$ cat src/rtl/spi_frame_streamer.sv
// SPI frame streamer: header, address, channel payload, optional checksum.
// Define CHECKSUM_EN to append a mod-256 checksum byte after the payload.
module spi_frame_streamer #(
  parameter int          NUM_CH     = 8,
  parameter int          CH_BYTES   = 4,
  parameter logic [7:0]  START_ADDR = 8'h00,
  parameter logic [7:0]  HEADER_CMD = 8'h02
) (
  input  logic                         clock,
  input  logic                         reset_n,
  input  logic [NUM_CH*CH_BYTES*8-1:0] data,
  input  logic                         data_ready,
  input  logic                         di_req,
  input  logic                         write_ack,
  output logic [7:0]                   byte_out,
  output logic                         wren,
  output logic                         busy,
  output logic                         frame_done,
  output logic [7:0]                   overrun_count
);

  localparam int PL_BYTES = NUM_CH * CH_BYTES;
`ifdef CHECKSUM_EN
  localparam int FRAME_LEN = PL_BYTES + 3;
`else
  localparam int FRAME_LEN = PL_BYTES + 2;
`endif
  localparam int IW = $clog2(FRAME_LEN + 1);
  localparam logic [IW-1:0] LAST   = IW'(FRAME_LEN);
  localparam logic [IW-1:0] IDX_AD = IW'(1);
`ifdef CHECKSUM_EN
  localparam logic [IW-1:0] CK_IDX = IW'(FRAME_LEN - 1);
`endif

  typedef enum logic [2:0] {
    IDLE, HEADER, ADDR, PAYLOAD, CKSUM, DONE
  } state_t;

  state_t              state_q;
  logic [7:0]          byte_q;
  logic                wren_q;
  logic                busy_q;
  logic                done_q;
  logic [7:0]          ovr_q;
  logic [IW-1:0]       idx_q;
  logic                ack_q;
  logic [PL_BYTES*8-1:0] snap_q;
`ifdef CHECKSUM_EN
  logic [7:0]          cks_q;
`endif

  logic          ack_edge;
  logic          load_ok;
  logic [IW-1:0] idx_d;
  logic [7:0]    pay_byte;
  logic [7:0]    byte_d;

  // Acknowledge edge, load permission and the byte for the current index.
  always_comb begin
    ack_edge = write_ack & ~ack_q & wren_q &
               (state_q != IDLE) & (state_q != DONE);
    load_ok  = ~wren_q & di_req & busy_q & (state_q != DONE);
    idx_d    = idx_q + 1'b1;
    pay_byte = 8'h00;
    for (int i = 0; i < PL_BYTES; i++) begin
      if (idx_q == IW'(i + 2)) pay_byte = snap_q[i*8 +: 8];
    end
    byte_d = pay_byte;
    if (idx_q == IDX_AD) byte_d = START_ADDR;
`ifdef CHECKSUM_EN
    if (idx_q == CK_IDX) byte_d = cks_q;
`endif
  end

  // Frame sequencer with registered outputs and overrun counter.
  always_ff @(posedge clock or negedge reset_n) begin
    if (!reset_n) begin
      state_q <= IDLE;
      byte_q  <= 8'h00;
      wren_q  <= 1'b0;
      busy_q  <= 1'b0;
      done_q  <= 1'b0;
      ovr_q   <= 8'h00;
      idx_q   <= '0;
      ack_q   <= 1'b0;
      snap_q  <= '0;
`ifdef CHECKSUM_EN
      cks_q   <= 8'h00;
`endif
    end else begin
      ack_q  <= write_ack;
      done_q <= 1'b0;
      if (data_ready && state_q != IDLE && ovr_q != 8'hFF)
        ovr_q <= ovr_q + 1'b1;
      unique case (state_q)
        IDLE: begin
          if (data_ready) begin
            snap_q  <= data;
            byte_q  <= HEADER_CMD;
            wren_q  <= 1'b1;
            busy_q  <= 1'b1;
            idx_q   <= '0;
            state_q <= HEADER;
`ifdef CHECKSUM_EN
            cks_q   <= START_ADDR;
`endif
          end
        end
        DONE: begin
          state_q <= IDLE;
          busy_q  <= 1'b0;
          idx_q   <= '0;
        end
        default: begin
          if (ack_edge) begin
            wren_q <= 1'b0;
            idx_q  <= idx_d;
            if (idx_d == LAST) begin
              state_q <= DONE;
              done_q  <= 1'b1;
            end else if (idx_d == IDX_AD) begin
              state_q <= ADDR;
`ifdef CHECKSUM_EN
            end else if (idx_d == CK_IDX) begin
              state_q <= CKSUM;
`endif
            end else begin
              state_q <= PAYLOAD;
            end
          end else if (load_ok) begin
            byte_q <= byte_d;
            wren_q <= 1'b1;
`ifdef CHECKSUM_EN
            if (state_q == PAYLOAD) cks_q <= cks_q + byte_d;
`endif
          end
        end
      endcase
    end
  end

  assign byte_out      = byte_q;
  assign wren          = wren_q;
  assign busy          = busy_q;
  assign frame_done    = done_q;
  assign overrun_count = ovr_q;

endmodule

$ cat config.mk
export PLATFORM = sky130hd
export DESIGN_NAME = spi_frame_streamer
export DESIGN_NICKNAME = d
export VERILOG_FILES = /design/src/rtl/spi_frame_streamer.sv
export SDC_FILE = /design/constraint.sdc
export NUM_CORES = 1
export LEC_CHECK = 0
export BUFFER_PORTS_ARGS = -buffer_cell sky130_fd_sc_hd__buf_4
export CORE_MARGIN = 4
export CORE_UTILIZATION = 48
export DETAILED_ROUTE_END_ITERATION = 7
export PLACE_DENSITY = 0.71
export SLEW_MARGIN = 25
export SYNTH_ARGS = -nofsm -noshare
export SYNTH_HDL_FRONTEND = slang
export SYNTH_SLANG_ARGS = --single-unit
export TNS_END_PERCENT = 1
$ cat constraint.sdc
create_clock -name clock -period 3.1 [get_ports clock]
set_clock_uncertainty 0.05 [all_clocks]
set_input_delay 0 -clock clock [delete_from_list [all_inputs] [get_ports clock]]
set_output_delay 0 -clock clock [all_outputs]
set_load 0.01 [all_outputs]
# Word level (Yosys, flattened, before mapping)
# Cells that the tools add are included.
# W data, S select, Z words.
[word_totals] regBits=285 output_inout_bits=19 word_cells=128
[classes] addsub=2 eq_ne=40 n_mux=53 n_bitwise=10 n_reduce_logical=14
[ops] operator="$mux W8" n=36
[ops] operator="$eq A6 B5 Y1 const B" n=16
[ops] operator="$eq A6 B4 Y1 const B" n=8
[ops] operator="$eq A6 B3 Y1 const B" n=4
[ops] operator="$eq A6 B6 Y1 const B" n=3
[ops] operator="$pmux W8 S2" n=1
[ops] operator="$eq A6 B1 Y1 const B" n=2
[ops] operator="$eq A6 B2 Y1 const B" n=2
[ops] operator="$mux W6" n=2
[ops] operator="$pmux W6 S2" n=1
[ops] operator="$mux W3" n=3
[ops] operator="$reduce_bool A3 Y1" n=3
[ops] operator="$add A8 B1 Y8 const B" n=1
[ops] operator="$ne A8 B8 Y1 const B" n=1
[ops] operator="$and A1 B1 Y1" n=7
[ops] operator="$mux W1" n=7
[ops] operator="$add A6 B1 Y6 const B" n=1
[ops] operator="$pmux W3 S2" n=1
[ops] operator="$reduce_and A2 Y1" n=3
[ops] operator="$pmux W1 S2" n=2
[ops] operator="$reduce_and A4 Y1" n=1
[ops] operator="$reduce_bool A2 Y1" n=2
[ops] operator="$eq A3 B3 Y1 const B" n=1
[ops] operator="$logic_not A3 Y1" n=1
[ops] operator="other kinds (7)" n=10

# Logic depth before layout (Yosys ltp)
[depth] depth_word=37 ltp_mapped=12 mapped_depth_nobuf=9

# Worst setup path after synthesis
# Ideal clock, no wire load.
[synth_path] kind="flip-flop to flip-flop" start="register idx_q[0]" end="register byte_q[2] (netlist: byte_out[2])" arrival_time_ns=2.235 required_time_ns=2.924 slack_ns=0.689 path_stages_with_launch=10 path_buffers=1 cell_sequence="dfrtp_1 > inv_1 > ha_1 > buf_2 > or3b_2 > or4_1 > o21ai_0 > a211o_1 > a21oi_1 > o32a_1"
[synth_between] elab_chain_len=37
[synth_lines] element="start, declared" line="45" rtl="logic [IW-1:0] idx_q;"
[synth_lines] element="start signal, assigned" line="117" rtl="idx_q <= idx_d;"
[synth_lines] element="$eq A6 B2 Y1" line="66" rtl="if (idx_q == IW'(i + 2)) pay_byte = snap_q[i*8 +: 8];"
[synth_lines] element="$mux W8 (32 in a row)" line="66"
[synth_lines] element="$mux W8 (*)" line="69" rtl="if (idx_q == IDX_AD) byte_d = START_ADDR;"
[synth_lines] element="$mux W8 (*)" line="130" rtl="end else if (load_ok) begin"
[synth_lines] element="$mux W8 (*)" line="115" rtl="if (ack_edge) begin"
[synth_lines] element="$pmux W8 S2 (*)" line="95" rtl="unique case (state_q)"
[synth_lines] element="end signal, assigned" line="131" rtl="byte_q <= byte_d;"
[synth_lines] element="end, declared" line="40" rtl="logic [7:0] byte_q;"
# Every way passes the cells marked *; elsewhere a longest branch is shown, timed or not. The select of a mux whose other input is x is not followed.
# A chain may end at the register's enable or synchronous reset.

# Worst setup path after layout
[layout_path] start="register idx_q[1]" end="register byte_q[3] (netlist: byte_out[3])"
# The elaborated chain is that of the path after synthesis.

==> qor.yml <==
status: "finished, final reports clean"
post-place-ws_ns: 0.03799
die_h_um: 178.8
drive_gt1_share_pct: 38.72
dpl-instance-area_mm2: 0.01682
synth_seq_cells: 285
fp.dieW_um: 178.8
dr.pass1.iters: 6
worst-slew-pin-transition_ns: 0.7524
hold_viol: 0
synthArstFlopShare_pct: 100.0
fp-row-count: 62
antenna_found_initial: 2
viasPerCell: 5.888
area_growth_pct: 46.66
cts_inserted_buffers: 30
synth.distinct_cells: 87
grt_usage_pct: 32.38
clk_latency_ns: 0.57
end_kind: "register"
grt_max_degree: 133
overflow: 0
powerDensity_mw_per_mm2: 835.7
synthCells: 1196
fin_nets: 2040
fmax_ghz: 0.3336
slew_headroom_pct: 49.84
clockRootBuffer: "clkbuf_16"
synth_edf_count: 0
vdd_ir_drop_max_mv: 0.6160
wl_per_cell_um: 24.25
start_kind: "register"
hp-class: "in -> reg"
core_mm2: 0.02870
grt_pass1_wl_mm: 78.70
grt_pass1_vias: 13470
timing.final.crit_period_ns: 2.997
routed_wl_mm: 52.90
fin_area_mm2: 0.02053
ff2ff_setup_slack_ns: 0.10
yosys_warnings: 0
netlist.top_cell.by_area: "dfrtp_1"
vias: 12840
crit_required_ns: 3.49
arrival_ns: 3.39
final_cell_mix: "347 x buf_4, 285 x dfrtp_1, 261 x dlygate4sd3_1, 255 x mux2_2, 90 x nand2_1"
drv_slew: 0
holdWs_ns: 0.07967
min_period_over_period_pct: 96.69
drt_drc_violations_left: 0
io_pins: 280
gp_congestion: 0.9867
avgSynthCellArea_um2: 11.70
path_class: "reg -> reg"
htreeDepth: 1
finalSetupViolCount: 0
seq_area_frac_synth_pct: 50.95
dpl.hpwl_mm: 35.20
tritoncts: "yes"
p_leak_uw: 0.008835
drtAntennaViolNets: 0
die_area_mm2: 0.03196
netlist.area_leader.share_pct: 50.95
clk_pin_slew_ns: 0.06
start_util_pct: 48.77
cts_max_path_buffers: 3
cp_max_fo: 10
setup_ws_ns: 0.1027
clkSinkCount: 285
grt_setup_unrepaired: "yes"
synthTopCellsByArea: "dfrtp_1 51%, mux2_2 21%, nand2_1 2.4%"
drt_iter0_markers: 1308
timing.max_cap.violations: 0
io_buffers: 279
netlist_area_mm2: 0.01400
synth-main-ff-cell: "dfrtp_1"
layout_commonest_cell: "buf_4"
synth_fp_nets: 1462
-- cell families (layout without fill, tap and decap cells) --
group / count (synthesis) / in the layout / synth area share [%]
AOI/OAI and AO/OA: 246 / 246 / 12.60
xor gates and xnor gates: 8 / 8 / 0.5006
adders and majority gates: 5 / 5 / 0.4469
buffers and inverters: 78 / 677 / 2.816
DFF: 285 / 285 / 50.95
muxes: 256 / 256 / 20.59
other: 0 / 2 / 0
and+or+nand+nor: 318 / 318 / 12.09
-- what timing repair did --
action | CTS | global route
hold endpoints to repair | 488 | 0
gates resized for setup | 0 | 11
endpoints found under the setup margin | 0 | 6
setup buffers | 0 | 0
hold buffers | 262 | 0
-- synth_stat cells, types with 11 or more instances --
master / count
nand2_1: 90
o22ai_1: 14
o221ai_1: 14
nor3_1: 19
o21ai_0: 40
a31oi_1: 11
nand4_1: 12
a221oi_1: 12
nand3_1: 26
a21oi_1: 39
o211ai_1: 11
nor2_1: 78
buf_2: 33
a22o_1: 11
dfrtp_1: 285
a211oi_1: 13
a22oi_1: 12
clkbuf_1: 24
mux2_2: 255
-- state kept, by name, indices dropped and copies added, names as in the netlist --
signal         flops
ack_q              1
busy               1
byte_out           8
frame_done         1
idx_q              6
overrun_count      8
snap_q           256
state_q            3
wren               1
-- critical path: stages (launching register included) --
cell,delay (ns)
dfrtp_1,0.46
inv_1,0.09
ha_1,0.28
buf_4,0.22
nand3b_1,0.25
nor3_2,0.13
a22oi_1,0.20
nand3_1,0.11
a2111oi_0,0.45
buf_4,0.19
o311ai_1,0.12
a311o_1,0.35
-- worst paths after layout --
check / startpoint / end / cells past startpoint
worst min register to register: overrun_count[6] / overrun_count[6] / 1
worst min-delay path: write_ack / ack_q / 2
worst max register to register: idx_q[1] / byte_out[3] / 11
min in group asynchronous: reset_n / snap_q[64] / 3
max in group asynchronous: reset_n / snap_q[203] / 4
worst max-delay path: idx_q[1] / byte_out[3] / 11
-- metrics by stage --
step / utilization, % / TNS (ns) / instances / power [uW]
after floorplan: - / 0 / 1196 / 10400
after global routing: 71.52 / -0.1291 / 2181 / 17870
final: 71.52 / 0 / 2181 / 17160
after detailed placement: 58.61 / 0 / 1864 / 12850
after CTS: 71.35 / 0 / 2179 / 16850
after global placement: 58.61 / 0 / 1864 / 12680
-- area by class of cell --
class	count	area (um2)
antenna	2	5.005
clock buffer	47	925.9
clock inverter	6	88.84
fill	1912	8174
inverter	10	37.54
multi-input combinational	833	6519
sequential	285	7132
tap	384	480.5
timing repair buffer	614	5340
-- per-layer routing --
| metal | GRT usage [%] | up-vias | wire length, um |
|---|---|---|---|
| li1 | - | 5645 | - |
| met3 | 4.386 | 142 | 3581 |
| met2 | 54.49 | 664 | 25680 |
| met5 | 0 | - | 0 |
| met4 | 12.15 | 0 | 2290 |
| met1 | 42.94 | 6390 | 21350 |
-- power by group --
part,internal (uW),switching [uW],leakage (uW)
clock,2200,1510,0.000492
combinational,3340,2940,0.00494
sequential,5570,1610,0.00340
No activity file was read; power rests on OpenSTA's default activity.
